## src/rtl/pwm_hwdet_mc.sv

```systemverilog
// pwm_hwdet_mc: multi-channel PWM high/low time detector.
// Each channel synchronises an asynchronous PWM pin, measures high and low
// times in sysclk cycles, publishes a registered result pair with a
// one-cycle valid strobe, and flags a stuck or absent input.
//
// Optional feature: define HWDET_GLITCH_FILTER_EN to insert a per-channel
// glitch filter (GLITCH_CYC consecutive equal samples) after the synchroniser.
//
// Ports:
//   sysclk      system clock, rising edge
//   sysreset_n  asynchronous active-low reset
//   pwm_in      asynchronous PWM inputs, one bit per channel
//   ch_en       per-channel enable, synchronous to sysclk
//   high_cnt    last high time, channel i at [i*CNT_W +: CNT_W]
//   low_cnt     last low time, same packing
//   valid       one-cycle strobe when a channel's results update
//   stuck       counter for the current level saturated without an edge
module pwm_hwdet_mc #(
    parameter int unsigned NUM_CH      = 4,
    parameter int unsigned CNT_W       = 16,
    parameter int unsigned SYNC_STAGES = 3,
    parameter int unsigned GLITCH_CYC  = 4
) (
    input  logic                    sysclk,
    input  logic                    sysreset_n,
    input  logic [NUM_CH-1:0]       pwm_in,
    input  logic [NUM_CH-1:0]       ch_en,
    output logic [NUM_CH*CNT_W-1:0] high_cnt,
    output logic [NUM_CH*CNT_W-1:0] low_cnt,
    output logic [NUM_CH-1:0]       valid,
    output logic [NUM_CH-1:0]       stuck
);

    localparam logic [CNT_W-1:0] CNT_MAX = '1;

    typedef enum logic [1:0] {
        IDLE      = 2'd0,
        WAIT_RISE = 2'd1,
        MEAS_HIGH = 2'd2,
        MEAS_LOW  = 2'd3
    } state_t;

`ifdef HWDET_GLITCH_FILTER_EN
    localparam int unsigned GW = $clog2(GLITCH_CYC + 1);
`else
    // Filter is compiled out; GLITCH_CYC has no effect in this build.
    logic glitch_cyc_unused;
    assign glitch_cyc_unused = ^32'(GLITCH_CYC);
`endif

    for (genvar i = 0; i < NUM_CH; i++) begin : g_ch
        logic [SYNC_STAGES-1:0] sync_q;
        logic                   lvl;
        logic                   lvl_d;
        logic                   rise;
        logic                   fall;
        state_t                 state_q;
        state_t                 state_d;
        logic [CNT_W-1:0]       hi_run_q;
        logic [CNT_W-1:0]       hi_run_d;
        logic [CNT_W-1:0]       lo_run_q;
        logic [CNT_W-1:0]       lo_run_d;
        logic [CNT_W-1:0]       high_q;
        logic [CNT_W-1:0]       high_d;
        logic [CNT_W-1:0]       low_q;
        logic [CNT_W-1:0]       low_d;
        logic                   valid_q;
        logic                   valid_d;
        logic                   stuck_q;
        logic                   stuck_d;
        logic                   armed;
        logic                   fall_seen;
        logic                   hi_sat;
        logic                   lo_sat;

        // Input synchroniser plus one-cycle delayed level for edge detection
        always_ff @(posedge sysclk or negedge sysreset_n) begin
            if (!sysreset_n) begin
                sync_q <= '0;
                lvl_d  <= 1'b0;
            end else begin
                sync_q <= {sync_q[SYNC_STAGES-2:0], pwm_in[i]};
                lvl_d  <= lvl;
            end
        end

`ifdef HWDET_GLITCH_FILTER_EN
        logic [GW-1:0] gcnt_q;
        logic          flt_q;
        logic          differ;
        logic          settle;

        // The GLITCH_CYC-th differing sample passes straight through to lvl,
        // so the filter adds GLITCH_CYC-1 cycles of latency.
        assign differ = sync_q[SYNC_STAGES-1] ^ flt_q;
        assign settle = differ && (gcnt_q == GW'(GLITCH_CYC - 1));
        assign lvl    = settle ? sync_q[SYNC_STAGES-1] : flt_q;

        always_ff @(posedge sysclk or negedge sysreset_n) begin
            if (!sysreset_n) begin
                gcnt_q <= '0;
                flt_q  <= 1'b0;
            end else if (settle) begin
                gcnt_q <= '0;
                flt_q  <= sync_q[SYNC_STAGES-1];
            end else if (differ) begin
                gcnt_q <= gcnt_q + GW'(1);
            end else begin
                gcnt_q <= '0;
            end
        end
`else
        assign lvl = sync_q[SYNC_STAGES-1];
`endif

        assign rise      = lvl & ~lvl_d;
        assign fall      = ~lvl & lvl_d;
        assign armed     = (state_q == MEAS_HIGH) || (state_q == MEAS_LOW);
        assign fall_seen = (state_q == MEAS_LOW);
        assign hi_sat    = (hi_run_q == CNT_MAX);
        assign lo_sat    = (lo_run_q == CNT_MAX);

        // State, counters and result registers
        always_ff @(posedge sysclk or negedge sysreset_n) begin
            if (!sysreset_n) begin
                state_q  <= IDLE;
                hi_run_q <= '0;
                lo_run_q <= '0;
                high_q   <= '0;
                low_q    <= '0;
                valid_q  <= 1'b0;
                stuck_q  <= 1'b0;
            end else begin
                state_q  <= state_d;
                hi_run_q <= hi_run_d;
                lo_run_q <= lo_run_d;
                high_q   <= high_d;
                low_q    <= low_d;
                valid_q  <= valid_d;
                stuck_q  <= stuck_d;
            end
        end

        // Next-state, counting, saturation and capture
        always_comb begin
            state_d  = state_q;
            hi_run_d = hi_run_q;
            lo_run_d = lo_run_q;
            high_d   = high_q;
            low_d    = low_q;
            valid_d  = 1'b0;
            stuck_d  = stuck_q;

            if (!ch_en[i]) begin
                // Disable wins over any edge this cycle; results hold.
                state_d  = IDLE;
                hi_run_d = '0;
                lo_run_d = '0;
                stuck_d  = 1'b0;
            end else begin
                case (state_q)
                    IDLE:      state_d = WAIT_RISE;
                    WAIT_RISE: if (rise) state_d = MEAS_HIGH;
                    MEAS_HIGH: if (fall) state_d = MEAS_LOW;
                    MEAS_LOW:  if (rise) state_d = MEAS_HIGH;
                    default:   state_d = IDLE;
                endcase

                if (state_q != IDLE) begin
                    if (rise) begin
                        hi_run_d = CNT_W'(1);
                        lo_run_d = '0;
                    end else if (fall) begin
                        lo_run_d = CNT_W'(1);
                    end else if (lvl) begin
                        if (!hi_sat) hi_run_d = hi_run_q + CNT_W'(1);
                    end else begin
                        if (!lo_sat) lo_run_d = lo_run_q + CNT_W'(1);
                    end

                    // Stuck rises the cycle after saturation, clears on any edge
                    if (rise || fall) begin
                        stuck_d = 1'b0;
                    end else if (lvl ? hi_sat : lo_sat) begin
                        stuck_d = 1'b1;
                    end

                    // A period with a saturated counter is discarded
                    if (rise && armed && fall_seen && !hi_sat && !lo_sat) begin
                        high_d  = hi_run_q;
                        low_d   = lo_run_q;
                        valid_d = 1'b1;
                    end
                end
            end
        end

        assign high_cnt[i*CNT_W +: CNT_W] = high_q;
        assign low_cnt[i*CNT_W +: CNT_W]  = low_q;
        assign valid[i]                   = valid_q;
        assign stuck[i]                   = stuck_q;
    end

endmodule

```

## config.mk

```make
export PLATFORM = sky130hd
export DESIGN_NAME = pwm_hwdet_mc
export DESIGN_NICKNAME = d
export VERILOG_FILES = /design/src/rtl/pwm_hwdet_mc.sv
export SDC_FILE = /design/constraint.sdc
export NUM_CORES = 1
export LEC_CHECK = 0
export CORE_MARGIN = 8
export CORE_UTILIZATION = 45
export CTS_CLUSTER_SIZE = 24
export DETAILED_ROUTE_END_ITERATION = 10
export GPL_ROUTABILITY_DRIVEN = 1
export GPL_TIMING_DRIVEN = 0
export PLACE_DENSITY = 0.65
export SLEW_MARGIN = 20
export SYNTH_ARGS = -nofsm -noshare
export SYNTH_HDL_FRONTEND = slang
export SYNTH_SLANG_ARGS = --single-unit
```

## constraint.sdc

```tcl
create_clock -name sysclk -period 6.1 [get_ports sysclk]
set_input_delay 0.61 -clock sysclk [delete_from_list [all_inputs] [get_ports sysclk]]
set_output_delay 0.61 -clock sysclk [all_outputs]
set_load 0.1 [all_outputs]
```

==> out/metrics.json <==
{
  "power_and_ir_drop": {
    "power-per-cell-area_nw_per_um2": 268,
    "cellLeakagePower_nw": 7.28,
    "vdd_ir_drop_max_v": 0.000217
  },
  "worst_setup_path": {
    "arrival_ps": 2140,
    "cp-start-kind": "register",
    "reg2regPathDepth": 9,
    "regToRegStartpoint": "g_ch[1].hi_run_q[1]$_DFFE_PN0P_",
    "worstPathRequired_ps": 5490,
    "rrSetupSlack_ps": 3400,
    "crit_end_category": "primary output",
    "crit_path_max_fanout": 4,
    "r2r-end": "g_ch[1].high_q[1]$_DFFE_PN0P_",
    "criticalPathCategory": "register to primary output"
  },
  "worst_hold_path": {
    "hold_path.class": "primary input to asynchronous set/reset pin"
  },
  "cts": {
    "cts-root-to-sink-buffers": 3,
    "clockRootBuffer": "clkbuf_16",
    "cts-buffers-inserted": 36,
    "cts_repair_resize_count": 0,
    "cts_setup_buffers": 0,
    "clk_pin_slew_worst_paths_ps": 50,
    "count_of_hold_fix_buffers_inserted_at_cts": 0,
    "cts_tree": "yes",
    "clkSinkCount": 288,
    "clkLatencyLatePin_ps": 500,
    "htree_levels": 2
  },
  "sta": {
    "max_freq_mhz": 364,
    "max_slew_violations": 0,
    "finalSetupTns_ps": 0,
    "maximum_clock_skew_at_final_layout_ps": 7.72,
    "maxSlewHeadroom_pct": 28.2,
    "rsz0062_at_grt": "false",
    "worstMarginPinSlew_ps": 1070,
    "min_period_over_period_pct": 45.1,
    "timing.final.setup_violations": 0,
    "timing.final.hold_violations": 0,
    "fin_crit_ps": 2750
  },
  "flow_run": {
    "maxCapViolCount": 0
  },
  "synthesis": {
    "net_count_of_the_mapped_netlist": 1302,
    "sequential_to_total_area_share_from_yosys_stat_pct": 53.0,
    "ys_async_sr_fraction_pct": 100,
    "synth_edf_count": 0,
    "yosys_reg_bits": 288,
    "synthesis.area_um2": 13600,
    "postSynthAreaPerCell_um2": 10.7,
    "synthFlopType": "dfrtp_1",
    "synth_cell_type_count": 71,
    "netlist_instances": 1276,
    "yosysWarnings": 0
  },
  "cells_and_area": {
    "drive_gt1_share_pct": 14.6,
    "finish.utilization_pct": 56.5,
    "number_of_antenna_diodes": 0,
    "synthToLayoutAreaGrowth_pct": 23.6,
    "stdcell_count": 1873,
    "nets": 1485
  },
  "die": {
    "core_region_area_um2": 29700,
    "floorplan.die.height_um": 190,
    "die_area_um2": 36000,
    "dieWidth_um": 190,
    "fp-row-count": 63,
    "count_of_boundary_i_o_pins": 146,
    "initial_utilization_pct": 45.8
  },
  "routing": {
    "vias_per_cell": 5.79,
    "wl_per_cell_um": 17.2,
    "drtPass1Iterations": 7,
    "met2_length_um": 14800,
    "metal1_wirelength_um": 14600,
    "dr.max_layer_used": "met4",
    "drt-total-wl_um": 32200,
    "drcViolationCount": 0,
    "first_iter_violations": 777,
    "vias": 10800,
    "antenna_left": 0,
    "wl_met3_um": 1960
  },
  "place": {
    "routabilityCongestion": 0.879,
    "placedCellCount": 1811,
    "io_buffers": 142,
    "dp_hpwl_um": 22900
  },
  "outcome": {
    "outcome": "finished clean"
  },
  "global_route": {
    "antenna_found_initial": 0,
    "grt_start_max_net_pins": 83,
    "number_of_global_route_vias_before_repair": 10500,
    "globalRouteOverflowTotal": 0,
    "grt_use_total_pct": 17.8,
    "grt_first_pass_wirelength_um": 54200
  }
}
## per-layer routing
metal  vias up  GRT usage [%]
li1       5160              -
met1      5340           23.9
met2       276           27.9
met3        66           4.08
met4         0           6.37
met5         -              0
## cell usage in the layout (no fill, tap or decap), types with 9 or more instances in the layout
| cell | instances |
|---|---|
| dfrtp_1 | 288 |
| clkdlybuf4s50_1 | 141 |
| nand2_1 | 121 |
| mux2_2 | 116 |
| o21ai_0 | 88 |
| nand3_1 | 74 |
| nor2_1 | 73 |
| a21oi_1 | 57 |
| o31ai_1 | 40 |
| clkbuf_1 | 38 |
| clkbuf_16 | 37 |
| nand4_1 | 34 |
| inv_1 | 32 |
| nor3_1 | 25 |
| a31oi_1 | 22 |
| and3_1 | 18 |
| o311ai_0 | 18 |
| ha_1 | 16 |
| or3_1 | 15 |
| o211ai_1 | 13 |
| buf_2 | 12 |
| or4_1 | 12 |
| and2_1 | 11 |
| a41oi_1 | 11 |
| and4_1 | 10 |
| mux2_1 | 9 |
## state kept, by name, summed over array words and instances, names as in the netlist
name	cells
g_ch.high_q	64
g_ch.valid_q	4
g_ch.stuck_q	4
g_ch.state_q	8
g_ch.hi_run_q	64
g_ch.low_q	64
g_ch.lvl_d	4
g_ch.sync_q	12
g_ch.lo_run_q	64
## worst max-delay path: stages, from the launching register on
cell and delay (ps):
dfrtp_1 390, buf_4 130, clkdlybuf4s50_1 1120
## Yosys cell counts (5+ instances only)
| cell | n | area share [%] |
|---|---|---|
| dfrtp_1 | 288 | 53 |
| nand2_1 | 121 | 3.3 |
| mux2_2 | 116 | 9.6 |
| o21ai_0 | 88 | 3.2 |
| nand3_1 | 74 | 2.7 |
| nor2_1 | 73 | 2.0 |
| a21oi_1 | 57 | 2.1 |
| o31ai_1 | 40 | 2.2 |
| nand4_1 | 34 | 1.6 |
| inv_1 | 32 | 0.88 |
| clkbuf_1 | 30 | 0.83 |
| nor3_1 | 25 | 0.92 |
| a31oi_1 | 22 | 1.0 |
| and3_1 | 18 | 0.83 |
| o311ai_0 | 18 | 1.2 |
| ha_1 | 16 | 1.5 |
| or3_1 | 15 | 0.69 |
| o211ai_1 | 13 | 0.72 |
| buf_2 | 12 | 0.44 |
| or4_1 | 12 | 0.66 |
| a41oi_1 | 11 | 0.71 |
| and2_1 | 11 | 0.51 |
| and4_1 | 10 | 0.64 |
| mux2_1 | 9 | 0.75 |
| buf_4 | 8 | 0.44 |
| nand2b_1 | 8 | 0.37 |
| nor2b_1 | 8 | 0.37 |
| o41ai_1 | 8 | 0.52 |
| o22a_1 | 7 | 0.45 |
| a211oi_1 | 5 | 0.28 |
| mux2i_1 | 5 | 0.37 |
| o21a_1 | 5 | 0.28 |
## cells by family (layout without fill, tap and decap cells)
kind of cell | after synthesis | in the layout | synth area share [%]
fa+ha+maj | 16 | 16 | 1.47
buf+inv | 92 | 299 | 3.34
simple gates | 440 | 440 | 16.5
mux | 130 | 130 | 10.7
compound gates | 310 | 310 | 14.9
flops | 288 | 288 | 53.0
## stage by stage
stage | worst slack, ps | power, mW | hold slack (ps) | instance area, um^2
after global placement | -8240 | 2.39 | 333 | 15500
after floorplan | 3780 | 2.26 | 314 | 13600
after CTS | 3310 | 4.57 | 77.3 | 16800
after detailed placement | 3310 | 2.40 | 335 | 15600
final | 3350 | 4.51 | 56.6 | 16800
after global routing | 3130 | 4.69 | 109 | 16800
## power breakdown
| part | switching (mW) | internal, mW | total, mW |
|---|---|---|---|
| Sequential | 0.0419 | 1.95 | 1.99 |
| Clock | 0.787 | 1.36 | 2.15 |
| Combinational | 0.273 | 0.0966 | 0.369 |
## final cells by class
type                       instances  area, um^2
buffer                            58         327
clock buffer                      52        1050
clock inverter                    10         156
fill                            2571       12900
inverter                          34         128
multi-input combinational        896        5940
sequential                       288        7210
tap                              390         488
timing repair buffer             145        1510
## worst max path at each step
stage / slack, ps / depth (start not counted) / to / start
final: 3350 / 2 / stuck[3] / g_ch[3].stuck_q$_DFFE_PN0P_
after global routing: 3130 / 8 / g_ch[2].hi_run_q[10]$_DFFE_PN0P_ / g_ch[2].hi_run_q[0]$_DFFE_PN0P_
after floorplan: 3780 / 9 / g_ch[1].low_q[2]$_DFFE_PN0P_ / g_ch[1].hi_run_q[0]$_DFFE_PN0P_
after global placement: -8240 / 1 / g_ch[0].high_q[9]$_DFFE_PN0P_ / sysreset_n
after detailed placement: 3310 / 8 / g_ch[1].lo_run_q[5]$_DFFE_PN0P_ / ch_en[1]
after CTS: 3310 / 2 / stuck[3] / g_ch[3].stuck_q$_DFFE_PN0P_
(Power assumes the default switching activity.)
